[config.mk]
export PLATFORM = sky130hd
export DESIGN_NAME = hpu_task_frontend
export DESIGN_NICKNAME = d
export VERILOG_FILES = /design/src/rtl/hpu_task_frontend.sv
export SDC_FILE = /design/constraint.sdc
export NUM_CORES = 1
export LEC_CHECK = 0
export ABC_CLOCK_PERIOD_IN_PS = 8800
export BUFFER_PORTS_ARGS = -buffer_cell sky130_fd_sc_hd__clkbuf_2
export CAP_MARGIN = 20
export CORE_ASPECT_RATIO = 2
export CORE_MARGIN = 5
export CORE_UTILIZATION = 45
export DETAILED_ROUTE_END_ITERATION = 7
export GPL_ROUTABILITY_DRIVEN = 0
export HOLD_SLACK_MARGIN = 0.06
export PLACE_DENSITY = 0.81
export SLEW_MARGIN = 30
export SYNTH_ARGS = -nofsm -noshare
export SYNTH_HDL_FRONTEND = slang
export SYNTH_SLANG_ARGS = --single-unit
export TNS_END_PERCENT = 20
[constraint.sdc]
create_clock -name clk_i -period 8.8 [get_ports clk_i]
set_clock_uncertainty 0.05 [all_clocks]
set_input_delay 1.76 -clock clk_i [delete_from_list [all_inputs] [get_ports clk_i]]
set_output_delay 1.76 -clock clk_i [all_outputs]
set_load 0.05 [all_outputs]
[src/rtl/hpu_task_frontend.sv]
// HPU task frontend: latches one scheduler task, hands it to the core, and returns feedback on completion.
// Optional watchdog build (HPU_FRONTEND_WATCHDOG_EN) forces completion of tasks stuck in Running.

package hpu_frontend_pkg;

    typedef struct packed {
        logic [7:0]  handler_id;
        logic [31:0] msg_addr;
        logic [15:0] pkt_len;
    } handler_task_t;

    typedef struct packed {
        logic [31:0]   pkt_ptr;
        handler_task_t handler_task;
    } hpu_handler_task_t;

    // Field order differs from handler_task_t, so feedback must be built field by field.
    typedef struct packed {
        logic [15:0] pkt_len;
        logic [31:0] msg_addr;
        logic [7:0]  handler_id;
    } feedback_descr_t;

    typedef struct packed {
        logic [31:0]     pkt_ptr;
        feedback_descr_t feedback_descr;
    } task_feedback_descr_t;

endpackage

module hpu_task_frontend
    import hpu_frontend_pkg::*;
#(
    parameter int unsigned WATCHDOG_CYCLES = 4096,
    parameter int unsigned CNT_WIDTH       = 16
) (
    input  logic                  clk_i,
    input  logic                  rst_i,
    input  logic                  hpu_task_valid_i,
    output logic                  hpu_task_ready_o,
    input  hpu_handler_task_t     hpu_task_i,
    output logic                  core_task_valid_o,
    input  logic                  core_task_ready_i,
    output hpu_handler_task_t     core_task_o,
    input  logic                  core_done_i,
    output logic                  hpu_feedback_valid_o,
    input  logic                  hpu_feedback_ready_i,
    output task_feedback_descr_t  hpu_feedback_o,
    output logic                  hpu_active_o,
    output logic [CNT_WIDTH-1:0]  tasks_done_o,
    output logic                  wd_timeout_o
);

    typedef enum logic [1:0] {
        IDLE     = 2'd0,
        DISPATCH = 2'd1,
        RUNNING  = 2'd2,
        FEEDBACK = 2'd3
    } state_e;

    if (WATCHDOG_CYCLES < 1) begin : g_wd_cfg_check
        $error("WATCHDOG_CYCLES must be at least 1");
    end

    state_e                state_q;
    hpu_handler_task_t     task_q;
    logic [CNT_WIDTH-1:0]  done_cnt_q;

`ifdef HPU_FRONTEND_WATCHDOG_EN
    localparam int unsigned WD_W = (WATCHDOG_CYCLES > 1) ? $clog2(WATCHDOG_CYCLES) : 1;
    localparam logic [WD_W-1:0] WD_LAST = WD_W'(WATCHDOG_CYCLES - 1);

    logic [WD_W-1:0] wd_cnt_q;
    logic            wd_q;

    // Completion from the core wins over the watchdog in the same cycle.
    always_ff @(posedge clk_i or posedge rst_i) begin
        if (rst_i) begin
            state_q    <= IDLE;
            task_q     <= '0;
            done_cnt_q <= '0;
            wd_cnt_q   <= '0;
            wd_q       <= 1'b0;
        end else begin
            case (state_q)
                IDLE: begin
                    if (hpu_task_valid_i) begin
                        task_q  <= hpu_task_i;
                        state_q <= DISPATCH;
                    end
                end
                DISPATCH: begin
                    if (core_task_ready_i) begin
                        state_q  <= RUNNING;
                        wd_cnt_q <= '0;
                    end
                end
                RUNNING: begin
                    if (core_done_i) begin
                        state_q <= FEEDBACK;
                    end else if (wd_cnt_q == WD_LAST) begin
                        state_q <= FEEDBACK;
                        wd_q    <= 1'b1;
                    end else begin
                        wd_cnt_q <= wd_cnt_q + 1'b1;
                    end
                end
                FEEDBACK: begin
                    if (hpu_feedback_ready_i) begin
                        state_q    <= IDLE;
                        done_cnt_q <= done_cnt_q + 1'b1;
                    end
                end
                default: state_q <= IDLE;
            endcase
        end
    end

    assign wd_timeout_o = wd_q;
`else
    always_ff @(posedge clk_i or posedge rst_i) begin
        if (rst_i) begin
            state_q    <= IDLE;
            task_q     <= '0;
            done_cnt_q <= '0;
        end else begin
            case (state_q)
                IDLE: begin
                    if (hpu_task_valid_i) begin
                        task_q  <= hpu_task_i;
                        state_q <= DISPATCH;
                    end
                end
                DISPATCH: begin
                    if (core_task_ready_i) begin
                        state_q <= RUNNING;
                    end
                end
                RUNNING: begin
                    if (core_done_i) begin
                        state_q <= FEEDBACK;
                    end
                end
                FEEDBACK: begin
                    if (hpu_feedback_ready_i) begin
                        state_q    <= IDLE;
                        done_cnt_q <= done_cnt_q + 1'b1;
                    end
                end
                default: state_q <= IDLE;
            endcase
        end
    end

    assign wd_timeout_o = 1'b0;
`endif

    assign hpu_task_ready_o     = (state_q == IDLE);
    assign core_task_valid_o    = (state_q == DISPATCH);
    assign hpu_feedback_valid_o = (state_q == FEEDBACK);
    assign hpu_active_o         = (state_q != IDLE);
    assign tasks_done_o         = done_cnt_q;
    assign core_task_o          = task_q;

    assign hpu_feedback_o.pkt_ptr                   = task_q.pkt_ptr;
    assign hpu_feedback_o.feedback_descr.pkt_len    = task_q.handler_task.pkt_len;
    assign hpu_feedback_o.feedback_descr.msg_addr   = task_q.handler_task.msg_addr;
    assign hpu_feedback_o.feedback_descr.handler_id = task_q.handler_task.handler_id;

endmodule

# Word-level counts from Yosys, hierarchy flattened
# Cells that the tools add are included.
# classes
add_sub_neg	1
shift	0
order_cmp	0
bitwise_logic	0
n_mul	0
reduce_logical	5
n_mux	5
div	0
eq_ne	7
# op_table
cell	n
$add 16x1->16 const B	1
$mux 2	4
$pmux 2 s4	1
$eq 2x2->1 const B	2
$ne 2x1->1 const B	2
$ne 2x2->1 const B	2
$reduce_and 2->1	2
$reduce_and 4->1	1
$eq 2x1->1 const B	1
$logic_not 2->1	1
$reduce_bool 2->1	1
# totals
word_cells	24
reg_bits	106
output_inout_bits	197
ramBits	0
mem_count	0
latch_bits	0
in_bits	94
romBits	0

# Longest topological paths before layout
# Gate-level depths: netlist of the first run.
# depth
ltp_word	3
mapped_depth	6
ltp_nobuf	6

# Worst setup path after synthesis of the first run
# Ideal clock, no wire load.
# synth_timing
kind	register to output
startpoint	reg state_q[0]
endpoint	out hpu_active_o
arrival_ps	1351
slack_ps	5639
path_stages_with_launch	4
t_required_ps	6990
path_buffers	0
cell_sequence	dfrtp_1 inv_1 ha_1 inv_1
# synth_between
elab_chain_cells	1
# synth_lines
element	line	text
start: declaration	65	state_e state_q;
start signal: assignment	123	state_q <= IDLE;
start signal: assignment	131	state_q <= DISPATCH;
start signal: assignment	136	state_q <= RUNNING;
$reduce_bool 2->1	161	assign hpu_active_o = (state_q != IDLE);
end: declaration	49	output logic hpu_active_o,
# Every way passes these cells.

# Final worst setup path of the first run
# Ends and elaborated chain as after synthesis.

==> impl_metrics.prom, run 1 <==
# TYPE chip_impl_metric gauge
chip_impl_metric{name="setup_fix_bufs_post_cts",unit=""} 0
chip_impl_info{name="layout.cells.most_common",value="sky130_fd_sc_hd__clkbuf_2"} 1
chip_impl_info{name="worstHoldPathType",value="flip-flop to flip-flop"} 1
chip_impl_metric{name="postSynthRegisterBits",unit=""} 106
chip_impl_metric{name="antenna_left",unit=""} 0
chip_impl_metric{name="fin_tns_setup",unit="ps"} 0
chip_impl_metric{name="utilization",unit="%"} 57.3
chip_impl_info{name="worstHoldEndpoint",value="tasks_done_o[15]"} 1
chip_impl_metric{name="cts_buffer_depth",unit=""} 2
chip_impl_info{name="timing.critical_path.to_type",value="output pin"} 1
chip_impl_metric{name="max_slew_margin",unit="%"} 53.0
chip_impl_metric{name="largest_net_degree_at_the_start_of_global_routing",unit=""} 89
chip_impl_metric{name="placement.io_buffers",unit=""} 289
chip_impl_metric{name="core_area",unit="um2"} 10500
chip_impl_metric{name="worst-path-max-fanout",unit=""} 4
chip_impl_info{name="critPathKind",value="flip-flop to output pin"} 1
chip_impl_metric{name="detail_route.drc_violations",unit=""} 0
chip_impl_metric{name="share_of_cells_above_drive_strength_1",unit="%"} 72.4
chip_impl_metric{name="reg2reg_setup_slack",unit="ps"} 6830
chip_impl_metric{name="routed_via_density",unit=""} 4.69
chip_impl_metric{name="clkSlewWorstSetupHoldPaths",unit="ps"} 60
chip_impl_metric{name="pin_count",unit=""} 291
chip_impl_info{name="timing.critical_path.from_type",value="flip-flop"} 1
chip_impl_metric{name="sequential_to_total_area_share_from_yosys_stat",unit="%"} 55.3
chip_impl_info{name="mostFrequentLayoutCells",value="sky130_fd_sc_hd__clkbuf_2 (289), sky130_fd_sc_hd__dfrtp_1 (106), sky130_fd_sc_hd__mux2_2 (89), sky130_fd_sc_hd__xnor2_1 (10), sky130_fd_sc_hd__clkbuf_16 (9)"} 1
chip_impl_metric{name="cts_max_level",unit=""} 3
chip_impl_metric{name="cts_num_sinks",unit=""} 106
chip_impl_metric{name="synth.net_count",unit=""} 449
chip_impl_metric{name="grt_antenna_before_repair",unit=""} 1
chip_impl_metric{name="whs_path_depth",unit=""} 1
chip_impl_metric{name="post_drt_wl_per_cell",unit="um"} 16.2
chip_impl_metric{name="syn-cell-area",unit="um2"} 4800
chip_impl_metric{name="worstSkewPairLatency",unit="ps"} 330
chip_impl_metric{name="residual_overflow_from_global_routing",unit=""} 0
chip_impl_metric{name="timing.reg2reg.worst_path_depth",unit=""} 4
chip_impl_metric{name="post_detailed_placement_half_perimeter_wirelength",unit="mm"} 9.04
chip_impl_metric{name="grt_usage",unit="%"} 17.3
chip_impl_info{name="critical_path.startpoint",value="state_q[0]"} 1
chip_impl_metric{name="critPathRequiredTime",unit="ps"} 6990
chip_impl_metric{name="dr.pass1.iters",unit=""} 4
chip_impl_info{name="worstReg2RegEnd",value="core_task_o[50]"} 1
chip_impl_metric{name="final-hold-violation-count",unit=""} 0
chip_impl_metric{name="synth.avg_cell_area",unit="um2"} 13.7
chip_impl_metric{name="diodes",unit=""} 0
chip_impl_info{name="clockRootBuffer",value="sky130_fd_sc_hd__clkbuf_16"} 1
chip_impl_metric{name="cts_resized",unit=""} 0
chip_impl_metric{name="final_period_minus_worst_setup_slack",unit="ps"} 3360
chip_impl_metric{name="nets",unit=""} 652
chip_impl_metric{name="netlist_instances",unit=""} 350
chip_impl_info{name="tritoncts",value="done"} 1
chip_impl_info{name="reg2reg_from",value="state_q[0]"} 1
chip_impl_metric{name="max_slew.worst_pin.slew",unit="ps"} 706
chip_impl_metric{name="drt_iter0_markers",unit=""} 78
chip_impl_metric{name="worst_ep_arrival_time",unit="ps"} 1550
chip_impl_metric{name="final-max-slew-violation-count",unit=""} 0
chip_impl_metric{name="postCtsHoldBufs",unit=""} 0
chip_impl_metric{name="detailroute.via_count",unit=""} 3254
chip_impl_metric{name="grt_first_pass_wirelength",unit="mm"} 18.0
chip_impl_metric{name="max_freq",unit="GHz"} 0.298
chip_impl_metric{name="cts-buffers-inserted",unit=""} 9
chip_impl_metric{name="drv_cap",unit=""} 0
chip_impl_info{name="rsz0062_at_grt",value="no"} 1
chip_impl_metric{name="yosysWarningCount",unit=""} 0
chip_impl_metric{name="count_of_endpoints_failing_setup_in_the_final_report",unit=""} 0
chip_impl_metric{name="die-width",unit="um"} 83.0
chip_impl_metric{name="row_count",unit=""} 53
chip_impl_metric{name="grt_pass1_vias",unit=""} 3525
chip_impl_metric{name="final_period_util",unit="%"} 38.2
chip_impl_metric{name="die_height",unit="um"} 156
chip_impl_info{name="outcome",value="finished, final reports clean"} 1
chip_impl_metric{name="total_wire_length",unit="mm"} 11.3
chip_impl_info{name="timing.hold.worst.start",value="tasks_done_o[15]"} 1
chip_impl_metric{name="area_growth_from_synthesis_to_layout",unit="%"} 25.2
chip_impl_metric{name="start_util",unit="%"} 45.8
chip_impl_metric{name="die_area",unit="um2"} 13000
chip_impl_metric{name="netlist-cell-type-count",unit=""} 22
## worst max-delay path: stages (launching register included)
cell and delay [ps]:
sky130_fd_sc_hd__dfrtp_1 410, sky130_fd_sc_hd__inv_1 130, sky130_fd_sc_hd__ha_1 340, sky130_fd_sc_hd__inv_1 100
sky130_fd_sc_hd__clkbuf_2 250
## metal layers
layer	GRT usage, %	vias to the layer above	routed length [um]
met1	17.7	1582	3720
met4	7.56	2	276
li1	-	1475	-
met5	0	-	7
met2	31.9	173	6390
met3	5.50	22	876
## flip-flops by register name (all words and copies together), names as in the netlist
| signal | cells |
|---|---|
| tasks_done_o | 16 |
| state_q | 2 |
| core_task_o | 88 |
## per-stage QoR
| step | instance area, um2 | hold WS, ps | setup WS [ps] | instances |
|---|---|---|---|---|
| 2_1_floorplan | 4800 | 484 | 4200 | 350 |
| 3_3_place_gp | 5700 | 411 | 5510 | 679 |
| 3_5_place_dp | 5710 | 433 | 5680 | 679 |
| 4_1_cts | 6010 | 456 | 5430 | 694 |
| 5_1_grt | 6010 | 478 | 5380 | 694 |
| 6_report | 6010 | 447 | 5440 | 694 |
## synth_stat cells (all sizes together)
library cell | instances | area [um2]
conb | 1 | 3.75
and4 | 2 | 22.5
nand3 | 4 | 20.0
nand2 | 6 | 22.5
nor2 | 6 | 27.5
a221oi | 1 | 15.0
mux2i | 1 | 10.0
ha | 5 | 62.6
xor2 | 5 | 43.8
dfrtp | 106 | 2650
xnor2 | 10 | 87.6
buf | 98 | 728
nand4 | 5 | 43.8
and3 | 1 | 7.51
inv | 8 | 30.0
mux2 | 90 | 1010
o22ai | 1 | 6.26
## cells by family after synthesis
kind of cell	Yosys count	share of synthesized area [%]
DFF	106	55.3
AOI/OAI and AO/OA	2	0.443
muxes	91	21.3
adders and majority gates	5	1.30
xor gates and xnor gates	15	2.74
other	1	0.0782
and+or+nand+nor	24	3.00
buffers and inverters	106	15.8
## cell type report
| cell class | instances | area [um2] |
|---|---|---|
| clock inverters | 4 | 52.6 |
| flip-flops and latches | 106 | 2650 |
| clock buffers | 11 | 243 |
| inverters | 8 | 32.5 |
| well taps | 137 | 171 |
| fillers | 888 | 4470 |
| repair buffers | 290 | 1450 |
| multi-input cells | 138 | 1400 |
## how the worst max path moves through the flow
stage	end	slack, ps	cells past startpoint
3_5_place_dp	core_task_o[41]	5680	3
3_3_place_gp	core_task_o[6]	5510	3
2_1_floorplan	core_task_o[0]	4200	1
5_1_grt	hpu_active_o	5380	4
6_report	hpu_active_o	5440	4
4_1_cts	hpu_active_o	5430	4
Power of run 1 is not shown: default switching activity piles up to over one toggle a cycle in this logic, so the estimate is an artifact.
==> run 2: changes to the inputs <==
Settings changed: ABC_AREA from default to 1, ABC_CLOCK_PERIOD_IN_PS 8800 to 3400, CORE_UTILIZATION 45 to 44, PLACE_DENSITY 0.81 to 0.79.
Clock period 8.8 ns to 3.4 ns, I/O delays scaled along.
==> impl_metrics.prom, run 2 <==
# TYPE chip_impl_metric gauge
chip_impl_info{name="outcome",value="finished, final reports clean"} 1
chip_impl_metric{name="count_of_endpoints_failing_setup_in_the_final_report",unit=""} 0
chip_impl_metric{name="grtUsageMet2",unit="%"} 30.6
chip_impl_metric{name="nets",unit=""} 701
chip_impl_metric{name="drv_cap",unit=""} 0
chip_impl_metric{name="edff_count_synth",unit=""} 0
chip_impl_info{name="worst_path_most_repeated_cell",value="sky130_fd_sc_hd__inv_1"} 1
chip_impl_metric{name="post_detailed_placement_half_perimeter_wirelength",unit="mm"} 9.87
chip_impl_info{name="timing.critical_path.to_type",value="output pin"} 1
chip_impl_metric{name="setup_fix_bufs_post_cts",unit=""} 0
chip_impl_info{name="top_reg_cell_synth",value="sky130_fd_sc_hd__dfrtp_1"} 1
chip_impl_metric{name="area.sequential",unit="um2"} 2650
chip_impl_metric{name="netlist-cell-type-count",unit=""} 21
chip_impl_metric{name="critPathRequiredTime",unit="ps"} 2670
chip_impl_metric{name="final-hold-violation-count",unit=""} 0
chip_impl_metric{name="routed_via_density",unit=""} 4.67
chip_impl_info{name="clockRootBuffer",value="sky130_fd_sc_hd__clkbuf_16"} 1
chip_impl_metric{name="cts_resized",unit=""} 0
chip_impl_metric{name="share_of_flip_flops_with_an_asynchronous_set_or_reset",unit="%"} 100
chip_impl_metric{name="grt_antenna_before_repair",unit=""} 0
chip_impl_metric{name="sequential_to_total_area_share_from_yosys_stat",unit="%"} 53.3
chip_impl_metric{name="share_of_cells_above_drive_strength_1",unit="%"} 65.5
chip_impl_metric{name="postSynthRegisterBits",unit=""} 106
chip_impl_metric{name="max_freq",unit="GHz"} 0.455
chip_impl_info{name="mostFrequentLayoutCells",value="sky130_fd_sc_hd__clkbuf_2 (289), sky130_fd_sc_hd__dfrtp_1 (106), sky130_fd_sc_hd__mux2_2 (68), sky130_fd_sc_hd__nand2_1 (37), sky130_fd_sc_hd__mux2_4 (20)"} 1
chip_impl_info{name="timing.critical_path.cells",value="inv_1 > ha_1 > inv_1 > clkbuf_2"} 1
chip_impl_metric{name="postCtsHoldBufs",unit=""} 0
chip_impl_metric{name="max_slew_margin",unit="%"} 55.1
chip_impl_metric{name="worstSkewPairLatency",unit="ps"} 330
chip_impl_metric{name="die-width",unit="um"} 85.2
chip_impl_metric{name="syn-cell-area",unit="um2"} 4970
chip_impl_metric{name="multiInputGateArea",unit="um2"} 1520
chip_impl_info{name="rsz0062_at_grt",value="no"} 1
chip_impl_info{name="critPathKind",value="flip-flop to output pin"} 1
chip_impl_info{name="tritoncts",value="done"} 1
chip_impl_metric{name="placement.io_buffers",unit=""} 289
chip_impl_info{name="timing.critical_path.from_type",value="flip-flop"} 1
chip_impl_metric{name="worst_path_largest_cell_delay",unit="ps"} 390
chip_impl_metric{name="worst_ep_arrival_time",unit="ps"} 1470
chip_impl_metric{name="pin_count",unit=""} 291
chip_impl_metric{name="dr.pass1.iters",unit=""} 4
chip_impl_metric{name="fill_cells",unit=""} 986
chip_impl_info{name="synth_top_cells_by_count",value="sky130_fd_sc_hd__dfrtp_1 (106), sky130_fd_sc_hd__buf_4 (89), sky130_fd_sc_hd__mux2_2 (68)"} 1
chip_impl_metric{name="largest_register_ffs",unit=""} 88
chip_impl_info{name="grt_busiest_layer",value="met2"} 1
chip_impl_info{name="yosysTopAreaCell",value="sky130_fd_sc_hd__dfrtp_1"} 1
chip_impl_metric{name="final_period_minus_worst_setup_slack",unit="ps"} 2200
chip_impl_metric{name="drt_iter0_markers",unit=""} 50
chip_impl_metric{name="row_count",unit=""} 55
chip_impl_metric{name="largest_net_degree_at_the_start_of_global_routing",unit=""} 50
chip_impl_info{name="layout.cells.most_common",value="sky130_fd_sc_hd__clkbuf_2"} 1
chip_impl_metric{name="post_drt_wl_per_cell",unit="um"} 16.2
chip_impl_metric{name="max_slew.worst_pin.slew",unit="ps"} 673
chip_impl_metric{name="detail_route.drc_violations",unit=""} 0
chip_impl_metric{name="antenna_left",unit=""} 0
chip_impl_metric{name="start_util",unit="%"} 44.3
chip_impl_metric{name="diodes",unit=""} 0
chip_impl_info{name="critical-path-top-delay-family",value="buffers and inverters"} 1
chip_impl_metric{name="worst-path-buf-inv",unit=""} 3
chip_impl_metric{name="area_growth_from_synthesis_to_layout",unit="%"} 25.1
chip_impl_metric{name="total_wire_length",unit="mm"} 12.1
chip_impl_info{name="synthMostInstantiatedCell",value="sky130_fd_sc_hd__dfrtp_1"} 1
chip_impl_metric{name="cts_num_sinks",unit=""} 106
chip_impl_metric{name="synth_top_area_share",unit="%"} 53.3
chip_impl_metric{name="die_height",unit="um"} 160
chip_impl_metric{name="final_period_util",unit="%"} 64.6
chip_impl_metric{name="yosysWarningCount",unit=""} 0
chip_impl_metric{name="grt_pass1_vias",unit=""} 3737
chip_impl_metric{name="die_area",unit="um2"} 13700
chip_impl_metric{name="fin_tns_setup",unit="ps"} 0
chip_impl_metric{name="grt_first_pass_wirelength",unit="mm"} 19.1
chip_impl_metric{name="grt_usage",unit="%"} 17.6
chip_impl_metric{name="residual_overflow_from_global_routing",unit=""} 0
chip_impl_metric{name="synth.net_count",unit=""} 496
chip_impl_metric{name="cts_buffer_depth",unit=""} 2
chip_impl_metric{name="final-max-slew-violation-count",unit=""} 0
chip_impl_metric{name="core_area",unit="um2"} 11200
chip_impl_metric{name="synth.avg_cell_area",unit="um2"} 12.5
chip_impl_metric{name="cts_max_level",unit=""} 3
chip_impl_info{name="worstHoldPathType",value="input pin to asynchronous set/reset pin"} 1
chip_impl_metric{name="netlist_instances",unit=""} 397
chip_impl_metric{name="detailroute.via_count",unit=""} 3495
chip_impl_metric{name="clkSlewWorstSetupHoldPaths",unit="ps"} 70
chip_impl_metric{name="global_route.usage.met3",unit="%"} 3.49
chip_impl_info{name="crit_slowest_cell",value="sky130_fd_sc_hd__dfrtp_1"} 1
chip_impl_metric{name="grt.met1_usage",unit="%"} 19.2
chip_impl_metric{name="worst-path-max-fanout",unit=""} 3
chip_impl_metric{name="cts-buffers-inserted",unit=""} 9
chip_impl_info{name="synthTopCellsByArea",value="sky130_fd_sc_hd__dfrtp_1 (53%), sky130_fd_sc_hd__mux2_2 (15%), sky130_fd_sc_hd__buf_4 (13%)"} 1
==> run 2: metal layers <==
metal	vias up	part of all wire, %
li1	1605	-
met2	176	54
met1	1673	34
met3	41	7.1
met4	0	4.9
met5	-	0
==> run 2: final timing paths <==
path / from / end / slack [ps] / cells after the start
hold / removal: rst_i / core_task_o[0] / 380 / 2
setup reg to reg: state_q[0] / core_task_o[7] / 1310 / 5
hold reg to reg: tasks_done_o[8] / tasks_done_o[8] / 470 / 1
setup / recovery: state_q[0] / hpu_active_o / 1200 / 4
min in group clk_i: tasks_done_o[8] / tasks_done_o[8] / 470 / 1
max in group asynchronous: rst_i / core_task_o[47] / 2090 / 3
==> run 2: layout make-up <==
cell class,count,share of cell area [%]
sequential,106,42.6
multi-input combinational,173,24.4
timing repair buffer,292,24.0
clock buffer,9,3.62
tap,142,2.86
inverter,20,1.27
clock inverter,6,1.21
==> run 2: logic make-up (layout without fill, tap and decap cells) <==
| kind of cell | Yosys count | after routing | share of synthesized area [%] |
|---|---|---|---|
| adders and majority gates | 5 | 5 | 1.26 |
| xor gates and xnor gates | 9 | 9 | 1.58 |
| AOI/OAI and AO/OA | 7 | 7 | 0.805 |
| DFF | 106 | 106 | 53.3 |
| and+or+nand+nor | 63 | 63 | 5.28 |
| muxes | 88 | 88 | 21.4 |
| other | 1 | 1 | 0.0754 |
| buffers and inverters | 118 | 327 | 16.2 |
==> run 2: metrics by stage <==
stage	std cells	utilization, %	cell area (um2)	setup WS (ps)	hold WS [ps]
global placement	733	52.8	5920	1290	435
detailed placement	733	52.8	5920	1220	464
floorplan	397	-	4980	1320	530
finish	748	55.5	6220	1200	382
global route	748	55.5	6220	1130	446
CTS	748	55.5	6220	1190	398
Power of run 2 is left out for the same reason.
==> run 3: changes to the inputs <==
Settings changed: ABC_CLOCK_PERIOD_IN_PS 3400 to 1850, CORE_UTILIZATION 44 to 40, PLACE_DENSITY 0.79 to 0.75.
Clock period 3.4 ns to 1.85 ns, I/O delays scaled along.
==> impl_metrics.prom, run 3 (synthesis results as in run 2) <==
# TYPE chip_impl_metric gauge
chip_impl_info{name="outcome",value="finished, final reports clean"} 1
chip_impl_metric{name="share_of_cells_above_drive_strength_1",unit="%"} 65.9
chip_impl_metric{name="nets",unit=""} 704
chip_impl_metric{name="count_of_endpoints_failing_setup_in_the_final_report",unit=""} 0
chip_impl_metric{name="total_wire_length",unit="mm"} 12.5
chip_impl_metric{name="area_growth_from_synthesis_to_layout",unit="%"} 26.8
chip_impl_metric{name="die_height",unit="um"} 168
chip_impl_metric{name="max_freq",unit="GHz"} 0.564
chip_impl_metric{name="drt_iter0_markers",unit=""} 64
chip_impl_metric{name="start_util",unit="%"} 40.8
chip_impl_metric{name="final-max-slew-violation-count",unit=""} 0
chip_impl_metric{name="grt_pass1_vias",unit=""} 3633
chip_impl_info{name="critPathKind",value="flip-flop to output pin"} 1
chip_impl_metric{name="reg2reg_setup_slack",unit="ps"} 230
chip_impl_info{name="tritoncts",value="done"} 1
chip_impl_info{name="mostFrequentLayoutCells",value="sky130_fd_sc_hd__clkbuf_2 (287), sky130_fd_sc_hd__dfrtp_1 (106), sky130_fd_sc_hd__mux2_2 (68), sky130_fd_sc_hd__nand2_1 (37), sky130_fd_sc_hd__mux2_4 (20)"} 1
chip_impl_metric{name="routed_via_density",unit=""} 4.58
chip_impl_metric{name="largest_register_ffs",unit=""} 88
chip_impl_metric{name="diodes",unit=""} 0
chip_impl_metric{name="cts-buffers-inserted",unit=""} 9
chip_impl_metric{name="detail_route.drc_violations",unit=""} 0
chip_impl_metric{name="worst_ep_arrival_time",unit="ps"} 1350
chip_impl_metric{name="placement.io_buffers",unit=""} 289
chip_impl_metric{name="max_slew.worst_pin.slew",unit="ps"} 678
chip_impl_metric{name="worstSkewPairLatency",unit="ps"} 340
chip_impl_info{name="timing.critical_path.from_type",value="flip-flop"} 1
chip_impl_metric{name="grt_first_pass_wirelength",unit="mm"} 19.0
chip_impl_info{name="timing.hold.worst.start",value="hpu_task_i[14]"} 1
chip_impl_metric{name="critPathRequiredTime",unit="ps"} 1430
chip_impl_metric{name="cts_buffer_depth",unit=""} 2
chip_impl_metric{name="largest_net_degree_at_the_start_of_global_routing",unit=""} 56
chip_impl_metric{name="fill_cells",unit=""} 1103
chip_impl_metric{name="post_drt_wl_per_cell",unit="um"} 16.5
chip_impl_metric{name="final_period_util",unit="%"} 95.9
chip_impl_info{name="worstReg2RegEnd",value="tasks_done_o[9]"} 1
chip_impl_metric{name="clkSlewWorstSetupHoldPaths",unit="ps"} 80
chip_impl_metric{name="drv_cap",unit=""} 0
chip_impl_info{name="crit_slowest_cell",value="sky130_fd_sc_hd__dfrtp_1"} 1
chip_impl_metric{name="final_period_minus_worst_setup_slack",unit="ps"} 1770
chip_impl_info{name="reg2reg_from",value="state_q[1]"} 1
chip_impl_info{name="critical-path-top-delay-family",value="buffers and inverters"} 1
chip_impl_info{name="worstHoldPathType",value="input pin to flip-flop"} 1
chip_impl_metric{name="worst_path_largest_cell_delay",unit="ps"} 380
chip_impl_metric{name="timing.reg2reg.worst_path_depth",unit=""} 7
chip_impl_info{name="timing.critical_path.cells",value="inv_1 > ha_4 > inv_1 > clkbuf_4"} 1
chip_impl_metric{name="grt_usage",unit="%"} 16.4
chip_impl_metric{name="detailroute.via_count",unit=""} 3470
chip_impl_metric{name="pin_count",unit=""} 291
chip_impl_metric{name="final-hold-violation-count",unit=""} 0
chip_impl_metric{name="whs_path_depth",unit=""} 2
chip_impl_metric{name="dr.pass1.iters",unit=""} 4
chip_impl_metric{name="die_area",unit="um2"} 14900
chip_impl_metric{name="residual_overflow_from_global_routing",unit=""} 0
chip_impl_metric{name="die-width",unit="um"} 88.8
chip_impl_info{name="worstHoldEndpoint",value="core_task_o[14]"} 1
chip_impl_metric{name="cts_num_sinks",unit=""} 106
chip_impl_info{name="worst_path_most_repeated_cell",value="sky130_fd_sc_hd__inv_1"} 1
chip_impl_metric{name="post_detailed_placement_half_perimeter_wirelength",unit="mm"} 10.2
chip_impl_metric{name="place.detailed.instances",unit=""} 740
chip_impl_metric{name="worst-path-max-fanout",unit=""} 3
chip_impl_metric{name="grt_antenna_before_repair",unit=""} 0
chip_impl_info{name="rsz0062_at_grt",value="no"} 1
chip_impl_metric{name="row_count",unit=""} 57
chip_impl_info{name="layout.cells.most_common",value="sky130_fd_sc_hd__clkbuf_2"} 1
chip_impl_metric{name="fin_tns_setup",unit="ps"} 0
chip_impl_metric{name="worst-path-buf-inv",unit=""} 3
chip_impl_info{name="timing.critical_path.to_type",value="output pin"} 1
chip_impl_info{name="clockRootBuffer",value="sky130_fd_sc_hd__clkbuf_16"} 1
chip_impl_metric{name="instances_no_fill",unit=""} 757
chip_impl_metric{name="core_area",unit="um2"} 12200
chip_impl_metric{name="antenna_left",unit=""} 0
chip_impl_metric{name="utilization",unit="%"} 51.7
chip_impl_metric{name="cts_max_level",unit=""} 3
chip_impl_metric{name="max_slew_margin",unit="%"} 54.8
[run 3: cell types whose count changed in the layout (fill, tap and decap cells not counted), sizes merged]
cell         change
inv              +1
clkbuf           +2
dlygate4sd3      +1
buf              +2
clkinvlp         -1
clkinv           -1
[run 3: metal layers]
metal	vias to the layer above	wire length [um]	GRT usage, %
met3	18	1070	4.08
met5	-	0	0
met4	0	321	6.45
met1	1685	4200	17.5
met2	150	6910	29.8
li1	1617	-	-
[run 3: worst max path at each step]
stage	from	to	slack (ps)	depth (start not counted)
2_1_floorplan	state_q[0]	state_q[0]	-80	7
3_3_place_gp	state_q[0]	tasks_done_o[12]	170	6
3_5_place_dp	state_q[1]	tasks_done_o[10]	140	8
6_report	state_q[1]	hpu_active_o	80	4
4_1_cts	state_q[1]	hpu_active_o	4	4
5_1_grt	state_q[1]	hpu_active_o	10	4
[run 3: layout make-up]
type	instances	area, um2	share of cell area, %
tap	147	184	2.92
multi-input combinational	173	1530	24.3
inverter	20	78.8	1.25
clock buffer	11	253	4.01
clock inverter	5	67.6	1.07
timing repair buffer	295	1540	24.4
sequential	106	2650	42.1
[run 3: stage by stage]
stage | worst slack, ps | hold slack, ps | area [um2]
floorplan | -78.9 | 469 | 4980
global placement | 171 | 399 | 5960
detailed placement | 136 | 408 | 5960
CTS | 4.09 | 187 | 6290
global route | 10.5 | 191 | 6310
finish | 75.6 | 203 | 6310
[run 3: worst register-to-register path: cells and delay by family, from the launching register on]
kind / cells / cell delay, ps
DFF: 1 / 380
and+or+nand+nor: 4 / 670
buffers and inverters: 1 / 50
adders and majority gates: 1 / 240
AOI/OAI and AO/OA: 1 / 170
[run 3: repair_timing]
| item | in CTS | in global routing |
|---|---|---|
| setup buffers | 0 | 0 |
| setup endpoints to repair | 2 | 3 |
| endpoints found under the hold margin | 49 | 0 |
| hold buffers | 1 | 0 |
| pin swaps | 0 | 0 |
| resized for setup | 2 | 4 |
Power of run 3 is left out for the same reason.
